## src/rtl/step_sequencer.sv

```systemverilog
// Four-row, sixteen-step pattern sequencer with a tempo divider and play/pause/stop control.
// Patterns are edited live through a row cursor; step entry raises registered note pulses.
module step_sequencer #(
    parameter int BASE_TICKS = 12500000
) (
    input  logic        clk,
    input  logic        reset,
    input  logic        play,
    input  logic        stop,
    input  logic        rowUp,
    input  logic        rowDown,
    input  logic        toggle,
    input  logic        clear,
    input  logic [3:0]  colIn,
    input  logic [1:0]  tempoSel,
    output logic [15:0] qOut1,
    output logic [15:0] qOut2,
    output logic [15:0] qOut3,
    output logic [15:0] qOut4,
    output logic [3:0]  beat,
    output logic [1:0]  select,
    output logic [3:0]  noteOn,
    output logic        beatTick,
    output logic        running
);

    localparam logic [1:0] IDLE = 2'd0;
    localparam logic [1:0] RUN  = 2'd1;
    localparam logic [1:0] HOLD = 2'd2;

    logic [1:0]  state;
    logic [1:0]  nextState;
    logic [23:0] divider;
    logic [23:0] period;
    logic        lastCycle;
    logic [3:0]  nextBeat;
    logic [15:0] pattern [4];

    function automatic logic [3:0] stepColumn(input logic [15:0] r0, input logic [15:0] r1,
                                              input logic [15:0] r2, input logic [15:0] r3,
                                              input logic [3:0] idx);
        return {r3[idx], r2[idx], r1[idx], r0[idx]};
    endfunction

    // A tempo change can leave the divider beyond the new period; >= makes that step advance at once.
    assign period    = 24'(BASE_TICKS) >> tempoSel;
    assign lastCycle = (divider >= (period - 24'd1));
    assign nextBeat  = beat + 4'd1;

    always_comb begin
        nextState = state;
        if (stop) begin
            nextState = IDLE;
        end else begin
            case (state)
                IDLE:    if (play) nextState = RUN;
                RUN:     if (play) nextState = HOLD;
                HOLD:    if (play) nextState = RUN;
                default: nextState = IDLE;
            endcase
        end
    end

    always_ff @(posedge clk or posedge reset) begin
        if (reset) begin
            state    <= IDLE;
            running  <= 1'b0;
            divider  <= '0;
            beat     <= '0;
            beatTick <= 1'b0;
            noteOn   <= '0;
        end else begin
            state    <= nextState;
            running  <= (nextState == RUN);
            beatTick <= 1'b0;
            noteOn   <= '0;
            if (stop) begin
                beat    <= '0;
                divider <= '0;
            end else if (play && state == IDLE) begin
                beat     <= '0;
                divider  <= '0;
                beatTick <= 1'b1;
                noteOn   <= stepColumn(pattern[0], pattern[1], pattern[2], pattern[3], 4'd0);
            end else if (!play && state == RUN) begin
                if (lastCycle) begin
                    divider  <= '0;
                    beat     <= nextBeat;
                    beatTick <= 1'b1;
                    noteOn   <= stepColumn(pattern[0], pattern[1], pattern[2], pattern[3], nextBeat);
                end else begin
                    divider <= divider + 24'd1;
                end
            end
        end
    end

    // Toggle addresses the cursor row as it stood before any same-cycle cursor move.
    always_ff @(posedge clk or posedge reset) begin
        if (reset) begin
            for (int r = 0; r < 4; r++) pattern[r] <= '0;
        end else if (clear) begin
            for (int r = 0; r < 4; r++) pattern[r] <= '0;
        end else if (toggle) begin
            pattern[select][colIn] <= ~pattern[select][colIn];
        end
    end

    always_ff @(posedge clk or posedge reset) begin
        if (reset) begin
            select <= '0;
        end else if (rowUp && !rowDown) begin
            select <= select + 2'd1;
        end else if (rowDown && !rowUp) begin
            select <= select - 2'd1;
        end
    end

    assign qOut1 = pattern[0];
    assign qOut2 = pattern[1];
    assign qOut3 = pattern[2];
    assign qOut4 = pattern[3];

endmodule

```

## config.mk

```make
export PLATFORM = sky130hd
export DESIGN_NAME = step_sequencer
export DESIGN_NICKNAME = d
export VERILOG_FILES = /design/src/rtl/step_sequencer.sv
export SDC_FILE = /design/constraint.sdc
export NUM_CORES = 1
export LEC_CHECK = 0
export ABC_CLOCK_PERIOD_IN_PS = 5900
export BUFFER_PORTS_ARGS = -buffer_cell sky130_fd_sc_hd__buf_2
export CORE_MARGIN = 2
export CORE_UTILIZATION = 55
export CTS_CLUSTER_SIZE = 8
export DETAILED_ROUTE_END_ITERATION = 16
export PLACE_DENSITY = 0.88
export SETUP_SLACK_MARGIN = 0.15
export SLEW_MARGIN = 20
export SYNTH_ARGS = -nofsm -noshare
export SYNTH_HDL_FRONTEND = slang
export SYNTH_SLANG_ARGS = --single-unit
export TNS_END_PERCENT = 5
```

## constraint.sdc

```tcl
create_clock -name clk -period 5.9 [get_ports clk]
set_input_delay 0.59 -clock clk [delete_from_list [all_inputs] [get_ports clk]]
set_output_delay 0.59 -clock clk [all_outputs]
set_load 0.1 [all_outputs]
```

==> summary.md <==
| Metric | Value |
|---|---|
| Synth Area in Adders | `a little under 5%` |
| Routed WL | `17,700 microns` |
| Sink Count | `slightly above 100` |
| Multiplexer share of the synthesized area | `14.6%` |
| Crit path arrival time | `around 3.8 ns` |
| CP delay by family, top | `multiplexers` |
| Simple-gate portion of the synthesized area | `approximately 22%` |
| # Post-CTS Setup Buffers | `0` |
| CTS root buffer | `clkbuf_16` |
| Gp weighted congestion | `0.927` |
| Int Pwr | `1260 uW` |
| Max cap viols | `0` |
| Crit-path cells | `ha_1 -> mux4_2 -> mux4_2 -> a32o_1` |
| Flop pwr share | `a little over two fifths` |
| Cts hold-fix bufs | `0` |
| Crit end category | `flip-flop` |
| DP HPWL | `~12,000 microns` |
| Status | `completed` |
| Final setup fails | `0` |
| First-pass GRT wire length | `approximately 29,000 microns` |
| Compound-Gate Fraction of Synth Area | `approximately an eighth` |
| Seq/Total Area, Yosys | `between 40 and 50%` |
| Max VDD drop | `0.000293 V` |
| Max-slew violation count | `0` |
| Min-Delay Path Class | `input port to asynchronous set/reset pin` |
| I/O Buffers | `slightly below 90` |
| Die footprint | `about 12,000 sq um` |
| Synth area leader | `dfrtp_1` |
| Worst setup SP type | `flip-flop` |
| P_leak | `~0.0033 uW` |
| Grt ovf | `0` |
| Final Hold Viols | `0` |
| Final core utilization | `between 60% and 70%` |
| Most common cell on crit path | `mux4_2` |
| Crit path kind | `flip-flop to flip-flop` |
| Nets | `around 750` |
| YS warnings | `0` |
| CTS tree | `yes` |
| PwrDens | `about 270 nW/um^2` |
| Layout area overhead | `13.2%` |
| Via count | `~5,600` |
| Iteration count of the initial detailed-routing pass | `6` |
| Comb pwr share | `a little over a fifth` |
| Final period utilization | `between 50% and 60%` |
| Wire per inst | `20.6 microns` |
| Largest net degree at the start of global routing | `a little under 70` |
| Worst EP required | `around 6 ns` |
| Core Footprint | `about 11,000 sq um` |
| Share of the synthesized area in the top cell type | `approximately 40%` |
| CTS max path bufs | `2` |
| Share of flip-flops with an asynchronous set or reset | `between 90% and 100%` |
| Syn Area/Cell | `a little under 10 sq um` |
| Main combinational cell family by area after synthesis | `simple AND/OR/NAND/NOR gates` |
| Post-synth EDFFs | `0` |
| Mapped Cells | `643` |
| Max Fanout on Critical Path | `20` |
| Post-synthesis xor/xnor area fraction | `between 2 and 3%` |
| Clock power frac | `around 37%` |
| Initial Utilization | `between 50% and 60%` |
| Crit path buf inv count | `0` |
| DRC | `0` |
| Routed Antenna Nets | `0` |
| Mapped Area | `~6300 sq um` |
| Top_reg_cell synth | `dfrtp_1` |
| Fmax | `about 0.28 GHz` |
| Die width | `about 110 microns` |
| Sw Share | `between 30% and 40%` |
| Slew @ Worst Pin | `~1.1 ns` |
| Final Skew | `between 0.009 and 0.01 ns` |
| CP max stage cell | `dfrtp_1` |
| Worst slew margin | `a little over a quarter` |
| Die H | `roughly 110 microns` |
| Post-layout min period | `between 3 and 4 ns` |
| N_diodes | `0` |
| Clock latency on the worst-skew pair | `roughly 0.36 ns` |
| RSZ-0062 raised after global routing | `false` |
| Psw | `roughly 660 uW` |
| Top-Level Pins | `90` |
| Row Count | `39` |
| Setup TNS | `0 ns` |
| Total GRT Usage | `between 20% and 30%` |
| Vias in the first global route | `approximately 5,600` |
| Post_cts resized | `0` |
| Antenna violations before repair | `0` |
| H-tree Lvls | `3` |
| Synth unique cells | `between 40 and 50` |
| Synth top area cells | `dfrtp_1, mux4_2, ha_1` |
| CTS Buf Count | `9` |
| CP peak stage delay | `around 1.0 ns` |
| DR vias/cell | `6.56` |
| Worst-path clk slew | `approximately 0.070 ns` |
| Drt first-iter violations | `between 400 and 500` |
| FF+latch count, synth | `around 100` |
| Share of cells above drive strength 1 | `between 20% and 30%` |
## cell type report
class | count | area [sq um]
Clock buffer | 11 | 243
Clock inverter | 5 | 106
Tap cell | 143 | 179
Fill cell | 901 | 4140
Sequential cell | 102 | 2550
Multi-Input combinational cell | 495 | 3570
Timing Repair Buffer | 91 | 473
Inverter | 13 | 51.3
## cells in the mapped netlist, drive strengths merged, types with 4 or more instances
library cell and n:
mux2i 11, mux2 4, a21o 8, nor3 41
a22o 6, nor2b 6, ha 25, inv 13
and3 11, buf 15, nand2 61, nand2b 4
nor3b 4, a211oi 18, nand3 18, a32o 5
a21oi 28, xor2 4, nor2 83, clkbuf 19
nand3b 29, mux4 33, xnor2 16, dfrtp 102
nand4 9, o21ai 43
## worst register-to-register path: stages (launching register included)
cell     delay (ns)
dfrtp_1        1.02
ha_1           0.98
mux4_2         0.68
mux4_2         0.47
a32o_1         0.27
## per-stage QoR
step                setup WS (ns)  cells  total power (uW)  hold slack (ns)  instance area [sq um]
floorplan                    2.63    644              1140            0.507                   6350
global placement             2.45    843              1210            0.533                   6800
detailed placement           2.30    843              1220            0.545                   6800
CTS                          2.30    859              1910            0.263                   7150
global route                 2.19    860              1970            0.296                   7180
finish                       2.37    860              1920            0.244                   7180
## sequential cells by signal (all words and copies together), names as in the netlist
register,flops
noteOn,4
qOut1,16
beatTick,1
divider,24
select,2
state,2
qOut3,16
qOut4,16
qOut2,16
beat,4
running,1
## worst paths after layout
kind | start | slack (ns) | to | cells after the start
worst max-delay path | beat[0] | 2.37 | noteOn[2] | 4
worst min register to register | divider[8] | 0.57 | divider[8] | 1
min in group clk | stop | 0.56 | beatTick | 2
max in group asynchronous | reset | 4.44 | qOut3[9] | 3
worst max register to register | beat[0] | 2.37 | noteOn[2] | 4
worst min-delay path | reset | 0.24 | beatTick | 2
## per-layer routing
layer	global-route usage, %	routed length, microns	vias up
met2	47.8	8780	346
met1	37.3	6640	2747
met5	0	0	-
met4	13.6	648	0
li1	-	-	2494
met3	4.84	1600	58
## power groups by stage
stage / clock, uW / combinational [uW] / sequential [uW]
after floorplan: 0 / 267 / 874
after global placement: 0 / 399 / 815
after detailed placement: 0 / 404 / 818
after CTS: 701 / 406 / 804
after global routing: 728 / 431 / 813
final: 700 / 411 / 807
## kinds of logic after synthesis
family,Yosys count
buffers and inverters,47
AO/OA/AOI/OAI,117
adder cells (fa/ha/maj),25
XOR/XNOR,20
AND/OR/NAND/NOR,282
other,2
multiplexers,48
flip-flops,102
## cell usage in the layout, fill, tap and decap left out, drive strengths merged, types with 5 or more instances in the layout
| master | n |
|---|---|
| dfrtp | 102 |
| buf | 91 |
| nor2 | 83 |
| nand2 | 61 |
| o21ai | 43 |
| nor3 | 41 |
| mux4 | 33 |
| nand3b | 29 |
| a21oi | 28 |
| ha | 25 |
| a211oi | 18 |
| nand3 | 18 |
| xnor2 | 16 |
| inv | 13 |
| mux2i | 11 |
| and3 | 11 |
| clkbuf | 11 |
| nand4 | 9 |
| a21o | 8 |
| nor2b | 6 |
| a22o | 6 |
| a32o | 5 |
(Power assumes the default switching activity.)
